$ cat src/rtl/cga_intr_pidpie.sv
// CGA interrupt request register stage: PID/PIE registers, external edge detect, masked request vector.
// Optional INTR_SYNC2_EN adds a second synchronizer flop ahead of the edge detector.
module cga_intr_pidpie #(
    parameter int EXT_LO = 10
) (
    input  logic        sysclk,
    input  logic        sys_rst,
    input  logic [3:0]  IRQ_EXT_3_0,
    input  logic        WR_PID,
    input  logic        WR_PIE,
    input  logic [15:0] WDATA_15_0,
    input  logic        ACK,
    input  logic [3:0]  ACK_LVL_3_0,
    input  logic        INTON,
    output logic [15:0] MIREQ_15_0_N,
    output logic [15:0] PID_15_0,
    output logic [15:0] PIE_15_0,
    output logic        IRQ_PEND,
    output logic [3:0]  OVF_3_0
);

    logic [15:0] pid_q, pid_d;
    logic [15:0] pie_q, pie_d;
    logic [3:0]  ovf_q, ovf_d;
    logic [3:0]  s1_q, s1_d;
    logic [3:0]  sdly_q, sdly_d;
    logic [3:0]  edge_det;
    logic [3:0]  ovf_set;
    logic [15:0] base, clr_vec, set_vec;
`ifdef INTR_SYNC2_EN
    logic [3:0]  s0_q, s0_d;
`endif

    always_comb begin
`ifdef INTR_SYNC2_EN
        s0_d = IRQ_EXT_3_0;
        s1_d = s0_q;
`else
        s1_d = IRQ_EXT_3_0;
`endif
        sdly_d   = s1_q;
        edge_det = s1_q & ~sdly_q;
        set_vec  = 16'(edge_det) << EXT_LO;
        clr_vec  = ACK ? (16'd1 << ACK_LVL_3_0) : 16'd0;
        base     = WR_PID ? WDATA_15_0 : pid_q;
        // Set is OR'd last so a new edge beats a same-cycle ACK or write.
        pid_d    = (base & ~clr_vec) | set_vec;
        pie_d    = WR_PIE ? WDATA_15_0 : pie_q;
        // Overrun judged on the registered PID bit, regardless of any clear this cycle.
        ovf_set  = edge_det & pid_q[EXT_LO +: 4];
        ovf_d    = (WR_PID ? 4'd0 : ovf_q) | ovf_set;
    end

    always_ff @(posedge sysclk) begin
        if (sys_rst) begin
            pid_q  <= '0;
            pie_q  <= '0;
            ovf_q  <= '0;
            s1_q   <= '0;
            sdly_q <= '0;
`ifdef INTR_SYNC2_EN
            s0_q   <= '0;
`endif
        end else begin
            pid_q  <= pid_d;
            pie_q  <= pie_d;
            ovf_q  <= ovf_d;
            s1_q   <= s1_d;
            sdly_q <= sdly_d;
`ifdef INTR_SYNC2_EN
            s0_q   <= s0_d;
`endif
        end
    end

    assign MIREQ_15_0_N = ~(pid_q & pie_q & {16{INTON}});
    assign IRQ_PEND     = ~(&MIREQ_15_0_N);
    assign PID_15_0     = pid_q;
    assign PIE_15_0     = pie_q;
    assign OVF_3_0      = ovf_q;

endmodule

$ cat config.mk
export PLATFORM = sky130hd
export DESIGN_NAME = cga_intr_pidpie
export DESIGN_NICKNAME = d
export VERILOG_FILES = /design/src/rtl/cga_intr_pidpie.sv
export SDC_FILE = /design/constraint.sdc
export NUM_CORES = 1
export LEC_CHECK = 0
export CAP_MARGIN = 10
export CORE_UTILIZATION = 44
export CTS_CLUSTER_DIAMETER = 100
export DETAILED_ROUTE_END_ITERATION = 10
export HOLD_SLACK_MARGIN = 0.05
export PLACE_DENSITY_LB_ADDON = 0.1
export SETUP_SLACK_MARGIN = 0.1
export SYNTH_ARGS = -nofsm -noshare
export SYNTH_HDL_FRONTEND = slang
export SYNTH_SLANG_ARGS = --single-unit
$ cat constraint.sdc
create_clock -name sysclk -period 1.9 [get_ports sysclk]
set_clock_uncertainty 0.2 [all_clocks]
set_input_delay 0.19 -clock sysclk [delete_from_list [all_inputs] [get_ports sysclk]]
set_output_delay 0.19 -clock sysclk [all_outputs]
set_load 0.01 [all_outputs]
Yosys cells after proc, flatten, opt, wreduce, memory -nomap -nowiden

Index checks and enable logic that the tools add are counted.

Shifts and indexed selects: 1
Multiplexer cells: 3
Bitwise logic cells: 11
Reductions and logical operators: 1

Operators by type and width:

| operator                                         | number |
|---|---|
| bitwise AND 16 bit                               | 3 |
| 2-to-1 mux 16 bit                                | 2 |
| inverter 16 bit                                  | 2 |
| bitwise OR 16 x 14 -> 16 bit                     | 1 |
| AND reduction 16 bit                             | 1 |
| << shifter 1 x 4 -> 16 bit, first input constant | 1 |
| bitwise AND 4 bit                                | 2 |
| 2-to-1 mux 4 bit                                 | 1 |
| inverter 4 bit                                   | 1 |
| bitwise OR 4 bit                                 | 1 |
| inverter 1 bit                                   | 1 |

Register bits after elaboration: 44
Input bits: 30
Output and inout port bits: 53
Word-level logic and storage cells: 21

Longest topological paths before layout

Word-level depth: 5
Mapped depth: 5
Depth with buffers taken out: 3

Worst setup path after synthesis

No wires, ideal clock.

Path kind: reg-to-output
Start point: register pid_q[1], in the netlist PID_15_0[1]
End point: output port IRQ_PEND
Arrival time: 1024 ps
Data required time: 1510 ps
Setup slack: 486 ps
Stages on the path, launching flop included: 4
Buffers on the path: 0
Cells stage by stage: dfxtp_1 -> a22oi_1 -> nand2_1 -> a2111o_1

Cells in the longest elaborated chain, start to end: 5

Ends and longest elaborated chain:

| item                            | line | text |
|---|---|---|
| start: declaration              | 22   | `logic [15:0] pid_q, pid_d;` |
| start signal: assignment        | 65   | `pid_q <= pid_d;` |
| bitwise AND 16 bit (2 in a row) | 76   | `assign MIREQ_15_0_N = ~(pid_q & pie_q & {16{INTON}});` |
| inverter 16 bit                 | 76   |  |
| AND reduction 16 bit            | 77   | `assign IRQ_PEND = ~(&MIREQ_15_0_N);` |
| inverter 1 bit                  | 77   |  |
| end: declaration                | 18   | `output logic IRQ_PEND,` |

Every way passes these cells.

Worst setup path in the final report

Start point: register pid_q[8], in the netlist PID_15_0[8]
End point: output port IRQ_PEND

Same word-level chain as after synthesis.

==> run metrics <==
outcome=finished clean; clock sink count=44; Initial DRT Pass Iterations=4; Async S/R FF share, synth=0%; share of the synthesized area in the top cell type=about half; CP max FO=2; Post-synth EDFFs=0; setup TNS=0 ns; min-delay src=IRQ_EXT_3_0[1]; chip height=roughly 67 um; vias in the first global route=1691; top post-synthesis cells by area=dfxtp_1 48%, mux2i_1 15%, nand2b_1 4.8%, nand3_1 4.4%, nor2_1 3.7%; vias=approximately 1800; layout cells sized above 1=about a fifth; RSZ-0062 raised after global routing=yes; net count after synthesis=214; fmax=551.7 MHz; global-route wire length before repair=roughly 8.0 mm; top cell type by total area after synthesis=dfxtp_1; worst skew pair latency=0.29 ns; flip-flop and latch count after synthesis=44; DR WL/cell=15.55 um; Worst-path clk slew=about 0.080 ns; Cell Pwr Density=696.8 nW/um^2; DR iter-0 viols=118; most numerous cell in the Yosys netlist=dfxtp_1; Worst Hold Class=in -> reg; critical path data arrival time=~1.4 ns; Slew Limit Fails=0; I/O Buffers=82; # IOs=between 80 and 90; path depth of the worst reg2reg path=3; R2R Path Start=PID_15_0[14]$_SDFF_PP0_; CTS Hold Bufs=0; die area=4425 um^2; hold path depth=2; post-synthesis cell area=1832 um^2; Gate Count Post-Synth=approximately 180; LEAKAGE=~0.0012 uW; Die W=approximately 67 um; H-tree depth=2; Hold Crit Endpoint=s1_q[1]$_SDFF_PP0_; Non-Filler Instances=roughly 340; Crit. End Element=primary output; mean area per synthesized cell=about 10 um^2; R2R Setup Slk=around 0.82 ns; RD Place Congestion=roughly 0.82; diode count=0; Worst-Margin Slew=approximately 0.34 ns; Slew HR=77.06%; Setup Buffers After CTS=0; list of most frequent post-synthesis cells=44 x dfxtp_1, 28 x mux2i_1, 18 x nor2_1; CTS tree=yes; reg2reg end=PID_15_0[14]$_SDFF_PP0_; placed insts=around 330; Rows=23; Root Buffer=clkbuf_8; CTS Buf Count=5; routed vias/inst=around 5.3; Hold Violations, Final=0; Synth Flop Type=dfxtp_1; Post-layout nets=320; Syn-to-layout area delta=67.42%; final setup violating endpoints=0; Yosys warning count=0; DRC errors left=0; crit start category=flip-flop; minimum clock period=1.813 ns; number of max-cap violations=0; initial antenna violation count=0; Seq/Total Area, Yosys=between 40% and 50%; Final ANT Viol Nets=0; Peak VDD IR=579.8 uV; all-layer global routing usage=between 20% and 30%; gr ovfl total=0; critical path data required time=approximately 1.5 ns; Initial Util=a little under half; Routed WL=between 5 and 6 mm; Core ar.=~4000 um^2; hpwl dp=approximately 3.8 mm; Crit Path Category=reg -> out; number of distinct library cells after synthesis=24; largest net degree at the start of global routing=45; Bufs on Longest Clock Path=2; Tcrit/Tclk final=between 90% and 100%
[registers in the layout, indices dropped and copies added, names as in the netlist]
name,flops
sdly_q,4
PID_15_0,16
OVF_3_0,4
PIE_15_0,16
s1_q,4
[through the flow]
| stage | hold WS, ns | total power [uW] | util, % | instance area (um^2) | setup slack [ns] |
|---|---|---|---|---|---|
| global placement | 0.2564 | 1437 | 72.44 | 2898 | -0.3403 |
| finish | 0.2394 | 2137 | 76.67 | 3067 | 0.08741 |
| global route | 0.2356 | 2221 | 76.67 | 3067 | 0.02193 |
| detailed placement | 0.2635 | 1443 | 72.44 | 2898 | -0.3857 |
| floorplan | 0.1182 | 1198 | - | 1832 | 0.4858 |
| CTS | 0.2359 | 2148 | 75.54 | 3022 | 0.06005 |
[layout make-up]
cell class	instances	area, um^2
Multi-Input combinational cell	127	875.8
Fill cell	302	933.4
Sequential cell	44	905.9
Clock buffer	5	68.82
Tap cell	50	62.56
Clock inverter	3	42.54
Timing Repair Buffer	112	1111
[per-layer routing]
layer / global-route usage [%] / wire (um) / vias up / share of wire (%)
li1: - / - / 873 / -
met1: 31.05 / 2384 / 876 / 45
met2: 41.71 / 2618 / 55 / 49
met3: 6.336 / 247 / 6 / 4.7
met4: 6.383 / 52 / 0 / 0.98
met5: 0 / 0 / - / 0
[worst max-delay path by stage]
stage                              from  slack [ns]  cells past startpoint       end
5_1_grt        PIE_15_0[1]$_SDFFE_PP0P_        0.02                      4  IRQ_PEND
2_1_floorplan    PID_15_0[1]$_SDFF_PP0_        0.49                      3  IRQ_PEND
4_1_cts        PIE_15_0[1]$_SDFFE_PP0P_        0.06                      4  IRQ_PEND
3_5_place_dp                      INTON       -0.39                      6  IRQ_PEND
6_report         PID_15_0[8]$_SDFF_PP0_        0.09                      4  IRQ_PEND
3_3_place_gp                      INTON       -0.34                      6  IRQ_PEND
[cell usage in the layout, fill, tap and decap left out]
| cell | n |
|---|---|
| bufinv_16 | 1 |
| dlymetal6s2s_1 | 12 |
| clkinv_2 | 1 |
| clkinvlp_4 | 1 |
| nand2b_1 | 14 |
| nor3b_1 | 1 |
| a21oi_1 | 8 |
| clkbuf_8 | 5 |
| mux2i_1 | 28 |
| buf_4 | 26 |
| a2111o_1 | 1 |
| buf_6 | 1 |
| buf_2 | 1 |
| and3b_1 | 1 |
| nand3_1 | 16 |
| a22oi_2 | 1 |
| a211oi_1 | 8 |
| and3_1 | 1 |
| o221ai_1 | 4 |
| nand3_2 | 1 |
| nand3b_1 | 5 |
| nor2b_1 | 10 |
| a22oi_1 | 1 |
| nand4_1 | 3 |
| buf_12 | 3 |
| dfxtp_2 | 20 |
| clkdlybuf4s50_1 | 68 |
| dfxtp_1 | 24 |
| dlygate4sd2_1 | 1 |
| nand2_1 | 2 |
| a311oi_1 | 4 |
| nor2_1 | 18 |
[logic make-up after synthesis]
kind of cell           after synthesis  share of synthesized area, %
AO/OA/AOI/OAI                       27                         10.72
buffers and inverters               13                         4.371
multiplexers                        28                         15.30
AND/OR/NAND/NOR                     72                         21.52
flip-flops                          44                         48.09
[critical path: stages, from the launching register on]
cell and delay, ns:
dfxtp_1 0.33, a22oi_1 0.18, nand2_1 0.10, a2111o_1 0.37, buf_2 0.15
[report_power, final]
part / internal (uW) / switching, uW
sequential: 981 / 40.6
clock: 389 / 321
combinational: 239 / 167
total: 1610 / 528
[timing repair]
action / in CTS / in global routing
pin swaps: 2 / 0
endpoints found under the setup margin: 17 / 16
resized for setup: 15 / 24
Power figures use the tool's default switching activity.
